### config.mk
export PLATFORM = sky130hd
export DESIGN_NAME = sram22_sense_stage
export DESIGN_NICKNAME = d
export VERILOG_FILES = /design/src/rtl/sram22_sense_stage.sv
export SDC_FILE = /design/constraint.sdc
export NUM_CORES = 1
export LEC_CHECK = 0
export CAP_MARGIN = 10
export CORE_ASPECT_RATIO = 0.5
export CORE_UTILIZATION = 35
export CTS_CLUSTER_SIZE = 24
export DETAILED_ROUTE_END_ITERATION = 6
export PLACE_DENSITY = 0.67
export SLEW_MARGIN = 20
export SYNTH_ARGS = -nofsm -noshare
export SYNTH_HDL_FRONTEND = slang
export SYNTH_SLANG_ARGS = --single-unit
### constraint.sdc
create_clock -name clk -period 1.1 [get_ports clk]
set_input_delay 0.22 -clock clk [delete_from_list [all_inputs] [get_ports clk]]
set_output_delay 0.22 -clock clk [all_outputs]
set_load 0.02 [all_outputs]
### src/rtl/sram22_sense_stage.sv
`default_nettype none
// +--------------------------------------------------------------------------+
// | Module   : sram22_sense_stage                                             |
// | Purpose  : Read path of the SRAM22 model: word snapshot, sense-amp enable |
// |            select, miss detection and optional extra output register.     |
// | Ports    : clk, rst_n      - clock, async active-low reset                 |
// |            rd_accept       - read accepted at this edge                   |
// |            rd_word         - array word at the read address               |
// |            sae_sel         - 0 = internal SAE, 1 = sae_muxed              |
// |            sae_muxed       - external SAE, sampled at the sense edge      |
// |            sae_int         - internal SAE pulse                           |
// |            dout/dout_valid - read data and update pulse                   |
// |            rd_miss         - read sensed with selected SAE low            |
// | Revision : 1.0 - initial release                                          |
// +--------------------------------------------------------------------------+
module sram22_sense_stage #(
  parameter int DATA_WIDTH   = 32,
  parameter int READ_LATENCY = 2
) (
  input  wire logic                  clk,
  input  wire logic                  rst_n,
  input  wire logic                  rd_accept,
  input  wire logic [DATA_WIDTH-1:0] rd_word,
  input  wire logic                  sae_sel,
  input  wire logic                  sae_muxed,
  output logic                       sae_int,
  output logic [DATA_WIDTH-1:0]      dout,
  output logic                       dout_valid,
  output logic                       rd_miss
);

  logic [DATA_WIDTH-1:0] snap_q;
  logic [DATA_WIDTH-1:0] dout_q;
  logic                  sense_q;
  logic                  valid_q;
  logic                  miss_q;
  logic                  sae_active;

  // sense_q marks the cycle between accept and sense edge; it doubles as the
  // internal SAE so sae_int needs no separate register.
  assign sae_active = sae_sel ? sae_muxed : sense_q;
  assign sae_int    = sense_q;

  always_ff @(posedge clk or negedge rst_n) begin
    if (!rst_n) begin
      snap_q  <= '0;
      dout_q  <= '0;
      sense_q <= 1'b0;
      valid_q <= 1'b0;
      miss_q  <= 1'b0;
    end else begin
      sense_q <= rd_accept;
      if (rd_accept) begin
        snap_q <= rd_word;
      end
      valid_q <= sense_q & sae_active;
      miss_q  <= sense_q & ~sae_active;
      // On a miss dout keeps the previous read's data.
      if (sense_q && sae_active) begin
        dout_q <= snap_q;
      end
    end
  end

  generate
    if (READ_LATENCY == 3) begin : g_out_reg
      logic [DATA_WIDTH-1:0] dout_r;
      logic                  valid_r;
      logic                  miss_r;

      always_ff @(posedge clk or negedge rst_n) begin
        if (!rst_n) begin
          dout_r  <= '0;
          valid_r <= 1'b0;
          miss_r  <= 1'b0;
        end else begin
          dout_r  <= dout_q;
          valid_r <= valid_q;
          miss_r  <= miss_q;
        end
      end

      assign dout       = dout_r;
      assign dout_valid = valid_r;
      assign rd_miss    = miss_r;
    end else begin : g_no_out_reg
      assign dout       = dout_q;
      assign dout_valid = valid_q;
      assign rd_miss    = miss_q;
    end
  endgenerate

endmodule
`default_nettype wire

==> results of run 1 <==
state kept, by name, indices dropped and copies added (netlist names):
name and flops:
dout 32, rd_miss 1, snap_q 32, sae_int 1, dout_valid 1
cell usage after synthesis:
library cell,number,area share
mux2_2,60,0.27
mux2_1,4,0.018
inv_1,2,0.0030
clkbuf_2,1,0.0020
nor3b_1,1,0.0030
buf_6,3,0.014
o21ai_4,1,0.0065
buf_4,3,0.0090
dfrtp_1,67,0.67
layer usage:
metal,vias to the layer above,share of wire,wire length (µm)
met5,-,0,0
met4,0,0.0059,31
met3,5,0.034,178
met2,25,0.52,2770
met1,788,0.44,2300
li1,694,-,-
kinds of logic after synthesis:
family | count (synthesis) | synth area share
multiplexers | 64 | 0.289
flip-flops | 67 | 0.673
AO/OA/AOI/OAI | 1 | 0.00653
AND/OR/NAND/NOR | 1 | 0.00302
buffers and inverters | 9 | 0.0276
worst max-delay path, cell delays in order, from the launching register on:
cell,delay (ps)
dfrtp_2,420
o21ai_4,80
buf_12,150
clkbuf_16,160
mux2_4,300
what timing repair did:
item                                    in CTS  in global routing
hold endpoints to repair                     8                  0
gates cloned                                 2                  2
hold buffers                                 1                  0
setup buffers                                2                 13
endpoints found under the setup margin      93                 56
resized for setup                          163                 60
worst paths after layout:
kind,from,to,slack [ps]
max in group asynchronous,rst_n,dout[17],300
setup reg to reg,sae_int,dout[16],-130
min in group asynchronous,rst_n,snap_q[30],310
hold reg to reg,snap_q[29],snap_q[29],490
hold / removal,sae_muxed,rd_miss,290
setup / recovery,sae_int,dout[16],-130
power groups by stage:
| stage | Sequential [mW] | Clock, mW | Combinational (mW) |
|---|---|---|---|
| after global placement | 3.01 | 0 | 1.36 |
| final | 3.03 | 2.47 | 1.64 |
| after global routing | 3.07 | 2.65 | 1.74 |
| after detailed placement | 3.03 | 0 | 1.38 |
| after CTS | 3.00 | 2.52 | 1.30 |
| after floorplan | 3.26 | 0 | 0.391 |
cell type report:
cell class | count | area [µm²] | share of cell area
clock buffers | 12 | 246 | 0.0629
clock inverters | 3 | 15.0 | 0.00383
inverters | 2 | 7.51 | 0.00192
multi-input cells | 66 | 865 | 0.221
flip-flops and latches | 67 | 1680 | 0.428
well taps | 92 | 115 | 0.0294
repair buffers | 97 | 991 | 0.253
through the flow:
| step | std cells | instance area [µm²] | util |
|---|---|---|---|
| after CTS | 325 | 3610 | 0.532 |
| final | 339 | 3920 | 0.578 |
| after floorplan | 142 | 2490 | - |
| after global placement | 305 | 3350 | 0.495 |
| after detailed placement | 305 | 3350 | 0.495 |
| after global routing | 339 | 3920 | 0.578 |
==> qor.txt, run 1 <==
Largest net degree at the start of global routing: 27
TritonCTS buffer count: 9
Total number of yosys warnings: 0
Pins Over Slew Limit: 0
Internal: 5.37 mW
Die area: 7480 µm²
FP Rows: 21
Peak fanout along the critical path: 8
Input/output buffers: 71
Status: finished, violations left
Crit path DAT: 1430 ps
Final Hold Viols: 0
Fmax: 0.814 GHz
Global-route wire length before repair: 7980 µm
Clk slew on worst S/H paths: 50 ps
GRT met3 Usage: 0.0454
Final period utilization: 1.12
Max VDD drop: 868 µV
Worst skew pair latency: 310 ps
RSZ-0062 raised after global routing: yes
Setup violation total in the final timing report: 33
Vias in the first global route: 1614
Core Area: 6780 µm²
Overall power: 7.13 mW
Slew @ Worst Pin: 261 ps
DR iter-0 viols: 53
CTS root buffer: clkbuf_16
Most frequent cells in the layout: dfrtp_1 (66), mux2_4 (32), clkdlybuf4s50_1 (32)
Crit path capture type: register
Gr busiest metal: met2
Post-Syn Instances: 142
Number of remaining DRC errors: 0
Comb pwr share: 0.229
Antenna Nets Post-Route: 0
Crit start category: register
CTS tree: done
Worst EP required: 1300 ps
Via count: 1512
Initial core utilization: 0.367
HPWL after DPL: 3230 µm
Worst r2r path cells: 4
RD Place Congestion: 0.685
Sw power: 1.76 mW
DRT Wirelength: 5280 µm
Per-cell routed wire length: 15.6 µm
Die height: 61.6 µm
Fill count: 520
# clock sinks: 67
Setup TNS: -3490 ps
Distinct cell type count after synthesis: 9
Synthesized area: 2490 µm²
Mean area per synthesized cell: 17.5 µm²
GR Util met2: 0.260
Reg power frac: 0.425
Leakage: 1.85 nW
Via-per-instance ratio: 4.46
Num ports: 72
Hold Path Cell Cnt: 2
Die Width: 121 µm
Min setup slack post-route: -129 ps
H-tree depth: 3
1st-pass router iterations: 4
Initial antenna violation count: 0
Synth-to-Final Area Change: 57.3%
Pwr Density: 1820 nW/µm²
Grt ovf: 0
Failing checks: setup timing
Clock Skews: 1.63 ps
WS Path Type: register to register
Fin nets: 280
Post-synthesis sequential area ratio: 0.673
Net Sw Frac: 0.247
Hold Crit Class: primary input to register
Met1 Use GR: 0.171
Clock Power Share: 0.346
Syn Nets: 179
Placement Setup Slack: -494 ps
Most common cell after layout, fill and taps aside: dfrtp_1
Antenna cell count: 0
Maxcap violations: 0
Slew HR: 0.826
Seq cells post-synth: 67
Worst-case clock buffer depth: 2
Hold Worst Slack: 286 ps
Share of layout cells above drive strength 1: 0.563
GRT Total Usage: 0.147
Tmin final: 1230 ps
No activity file was read; power rests on OpenSTA's default activity.
==> run 2, diff against run 1 <==
TNS_END_PERCENT = 10   (was not set)
==> qor.txt, run 2 (same netlist as run 1, synthesis figures left out) <==
Num ports: 72
Bufs and invs on worst path: 1
Crit start category: register
HPWL after DPL: 3230 µm
Failing checks: setup timing
FF/Latch Area: 1680 µm²
DR iter-0 viols: 52
Vias in the first global route: 1554
Most common cell after layout, fill and taps aside: dfrtp_1
Largest net degree at the start of global routing: 28
Fill count: 580
Pwr Density: 1900 nW/µm²
Finished Layout Cells: 321
Initial antenna violation count: 0
Area post-placement: 3350 µm²
Crit path capture type: register
Setup violation total in the final timing report: 34
Peak fanout along the critical path: 17
Worst r2r path cells: 3
Slowest library cell on the worst path: dfrtp_2
Worst skew pair latency: 310 ps
Max VDD drop: 844 µV
Grt ovf: 0
Crit-path max cell delay: 430 ps
1st-pass router iterations: 3
Clock Skews: 4.78 ps
Setup TNS: -2280 ps
Worst EP required: 1290 ps
Antenna Nets Post-Route: 0
Slew @ Worst Pin: 270 ps
Global-route wire length before repair: 7470 µm
Synth-to-Final Area Change: 41.1%
Input/output buffers: 71
Die Width: 121 µm
Pins Over Slew Limit: 0
TritonCTS buffer count: 9
Via count: 1409
Crit path DAT: 1380 ps
Most frequent cells in the layout: dfrtp_1 (66), mux2_2 (54), clkdlybuf4s50_1 (32)
Overall power: 6.66 mW
Clk slew on worst S/H paths: 50 ps
Per-cell routed wire length: 14.2 µm
Die height: 61.6 µm
Hold Crit Class: primary input to register
Initial core utilization: 0.367
Leakage: 1.57 nW
Status: finished, violations left
Min setup slack post-route: -87.0 ps
Die area: 7480 µm²
CTS root buffer: clkbuf_16
RD Place Congestion: 0.685
Antenna cell count: 0
Placed cells: 305
Slew HR: 0.820
Fmax: 0.842 GHz
RSZ-0062 raised after global routing: yes
Final Hold Viols: 0
Hold Path Cell Cnt: 2
H-tree depth: 3
Design area: 3510 µm²
# clock sinks: 67
Worst-case clock buffer depth: 2
Tmin final: 1190 ps
DRT Wirelength: 4560 µm
Utilization of the core after routing: 0.518
Final period utilization: 1.08
GRT Total Usage: 0.137
Multi-input gate area: 767 µm²
Core Area: 6780 µm²
WS Path Type: register to register
Fin nets: 262
Delay-heaviest family, CP: flip-flops
Levels on crit path: 3
Share of layout cells above drive strength 1: 0.520
Critical Path, Cell by Cell: o21ai_4 -> buf_12 -> mux2_2
Via-per-instance ratio: 4.39
Number of remaining DRC errors: 0
FP Rows: 21
CTS tree: done
Maxcap violations: 0
==> run 2: cell types whose count changed in the layout (fill, tap and decap cells not counted), sizes merged <==
| cell | change |
|---|---|
| bufbuf | -1 |
| clkbuf | -2 |
| buf | -16 |
| clkdlybuf4s15 | +1 |
==> run 2: per-layer routing <==
metal  share of wire  global-route usage  wire, µm  vias up
met5               0                   0         0        -
met4          0.0064              0.0635        29        0
met3           0.037              0.0454       169        4
met2            0.54               0.244      2460       21
met1            0.42               0.156      1910      726
li1                -                   -         -      658
==> run 2: repair_timing <==
item | 4_1_cts | 5_1_grt
endpoints found under the setup margin | 93 | 54
hold buffers | 1 | 0
cloned | 0 | 0
gates resized for setup | 150 | 11
buffers inserted | 0 | 0
endpoints found under the hold margin | 8 | 0
==> run 2: power breakdown <==
group,internal (mW),switching (mW),total (mW)
sequential,2.81,0.180,2.99
combinational,0.641,0.582,1.22
clock,1.56,0.893,2.45
total,5.01,1.65,6.66
==> run 2: path summary, 6_finish.rpt <==
kind	slack [ps]	to	from
worst max-delay path	-90	dout[13]	sae_int
worst min-delay path	290	rd_miss	sae_muxed
worst max register to register	-90	dout[13]	sae_int
worst min register to register	480	snap_q[29]	snap_q[29]
max in group asynchronous	290	snap_q[20]	rst_n
min in group asynchronous	310	snap_q[30]	rst_n
==> run 2: metrics by stage <==
step                hold slack (ps)  worst slack (ps)
CTS                             275             -95.8
detailed placement              110              -494
global route                    284              -122
floorplan                     -75.6             -84.1
global placement                104              -484
finish                          286             -87.0
==> run 2: final cells by class <==
class,count,share of cell area
inverters,2,0.00214
repair buffers,79,0.195
clock buffers,12,0.0702
well taps,92,0.0328
clock inverters,3,0.00428
multi-input cells,66,0.218
flip-flops and latches,67,0.478
==> run 3, diff against run 2 <==
SETUP_SLACK_MARGIN = 0.05   (was not set)
==> qor.txt, run 3 (same netlist as run 1, synthesis figures left out) <==
Worst EP required: 1300 ps
Tmin final: 1190 ps
Crit path capture type: register
RD Place Congestion: 0.685
Slew @ Worst Pin: 272 ps
Utilization of the core after routing: 0.545
Wire length on met2: 2480 µm
Worst Hold Launch: sae_muxed
Setup violation total in the final timing report: 32
Placement Setup Slack: -494 ps
TritonCTS buffer count: 9
DR WL met3: 179 µm
Crit start category: register
DRT Wirelength: 4620 µm
Worst r2r path cells: 3
Hold Worst Slack: 285 ps
Worst skew pair latency: 310 ps
Crit path DAT: 1390 ps
Share of layout cells above drive strength 1: 0.526
Failing checks: setup timing
Global-route wire length before repair: 7560 µm
Core Area: 6780 µm²
RSZ-0062 raised after global routing: yes
Most common cell after layout, fill and taps aside: dfrtp_1
Vias in the first global route: 1575
Number of remaining DRC errors: 0
Die height: 61.6 µm
Slew HR: 0.819
Status: finished, violations left
Bufs and invs on worst path: 1
H-tree depth: 3
Pwr Density: 1880 nW/µm²
Highest metal used: met4
Fmax: 0.841 GHz
Max VDD drop: 847 µV
Fin nets: 263
# clock sinks: 67
Hold Path Cell Cnt: 2
WS Path Type: register to register
Leakage: 1.65 nW
1st-pass router iterations: 3
Input/output buffers: 71
Pins Over Slew Limit: 0
Reg-to-Reg End: dout[29]
DR iter-0 viols: 56
DRT met1 WL: 1920 µm
HPWL after DPL: 3230 µm
Overall power: 6.93 mW
Hold Path End: rd_miss
Initial core utilization: 0.367
Critical Path, Cell by Cell: o21ai_4 -> buf_12 -> mux2_2
Hold Crit Class: primary input to register
FP Rows: 21
Final Hold Viols: 0
Delay-heaviest family, CP: flip-flops
Worst-case clock buffer depth: 2
Final period utilization: 1.08
Maxcap violations: 0
Min setup slack post-route: -89.1 ps
Clk slew on worst S/H paths: 50 ps
Reg2reg setup slack: -90 ps
Antenna cell count: 0
Synth-to-Final Area Change: 48.5%
Antenna Nets Post-Route: 0
Slowest library cell on the worst path: dfrtp_2
Num ports: 72
GRT Total Usage: 0.139
Initial antenna violation count: 0
CTS tree: done
Largest net degree at the start of global routing: 28
Peak fanout along the critical path: 16
CTS root buffer: clkbuf_16
Die Width: 121 µm
Clock Skews: 3.95 ps
Grt ovf: 0
Via-per-instance ratio: 4.40
Per-cell routed wire length: 14.3 µm
Most frequent cells in the layout: dfrtp_1 (66), mux2_2 (51), buf_6 (33)
Via count: 1416
Crit-path max cell delay: 430 ps
R2R Path Start: sae_int
Die area: 7480 µm²
[run 3: changes by cell type in the layout (fill, tap and decap cells not counted)]
| cell | change |
|---|---|
| buf_2 | -26 |
| buf_4 | +1 |
| buf_6 | +27 |
| clkdlybuf4s15_2 | -1 |
| mux2_1 | -1 |
| mux2_2 | -3 |
| mux2_4 | +4 |
[run 3: area by class of cell]
cell class | count | area (µm²)
multi-input combinational | 66 | 782
timing repair buffer | 80 | 853
inverter | 2 | 7.51
fill | 546 | 3080
sequential | 67 | 1680
clock buffer | 12 | 246
tap | 92 | 115
clock inverter | 3 | 15.0
[run 3: worst max path at each step]
stage / startpoint / end / slack (ps) / depth (start not counted)
2_1_floorplan: sae_int / dout[10] / -80 / 3
3_3_place_gp: sae_sel / dout[24] / -480 / 5
3_5_place_dp: sae_sel / dout[14] / -490 / 5
4_1_cts: sae_int / dout[13] / -100 / 3
5_1_grt: sae_int / dout[13] / -120 / 3
6_report: sae_int / dout[29] / -90 / 3
[run 3: report_power, final]
part           total, mW  internal [mW]  switching, mW
clock               2.45           1.56          0.894
sequential          3.04           2.81          0.224
combinational       1.45          0.860          0.585
[run 3: metal layers]
metal / up-vias / track usage
met5: - / 0
met2: 22 / 0.245
met4: 0 / 0.0635
met3: 4 / 0.0463
met1: 729 / 0.158
li1: 661 / -
[run 3: timing repair]
item	CTS	global route
hold buffers	1	0
buffers inserted	1	0
hold endpoints to repair	8	0
setup endpoints to repair	99	67
gates resized for setup	208	12
cloned	0	0
[run 3: through the flow]
stage	instances	TNS (ps)	instance area [µm²]
floorplan	142	-2410	2490
finish	322	-2230	3700
global placement	305	-28240	3350
CTS	322	-2490	3650
global route	322	-3410	3700
detailed placement	305	-28480	3350
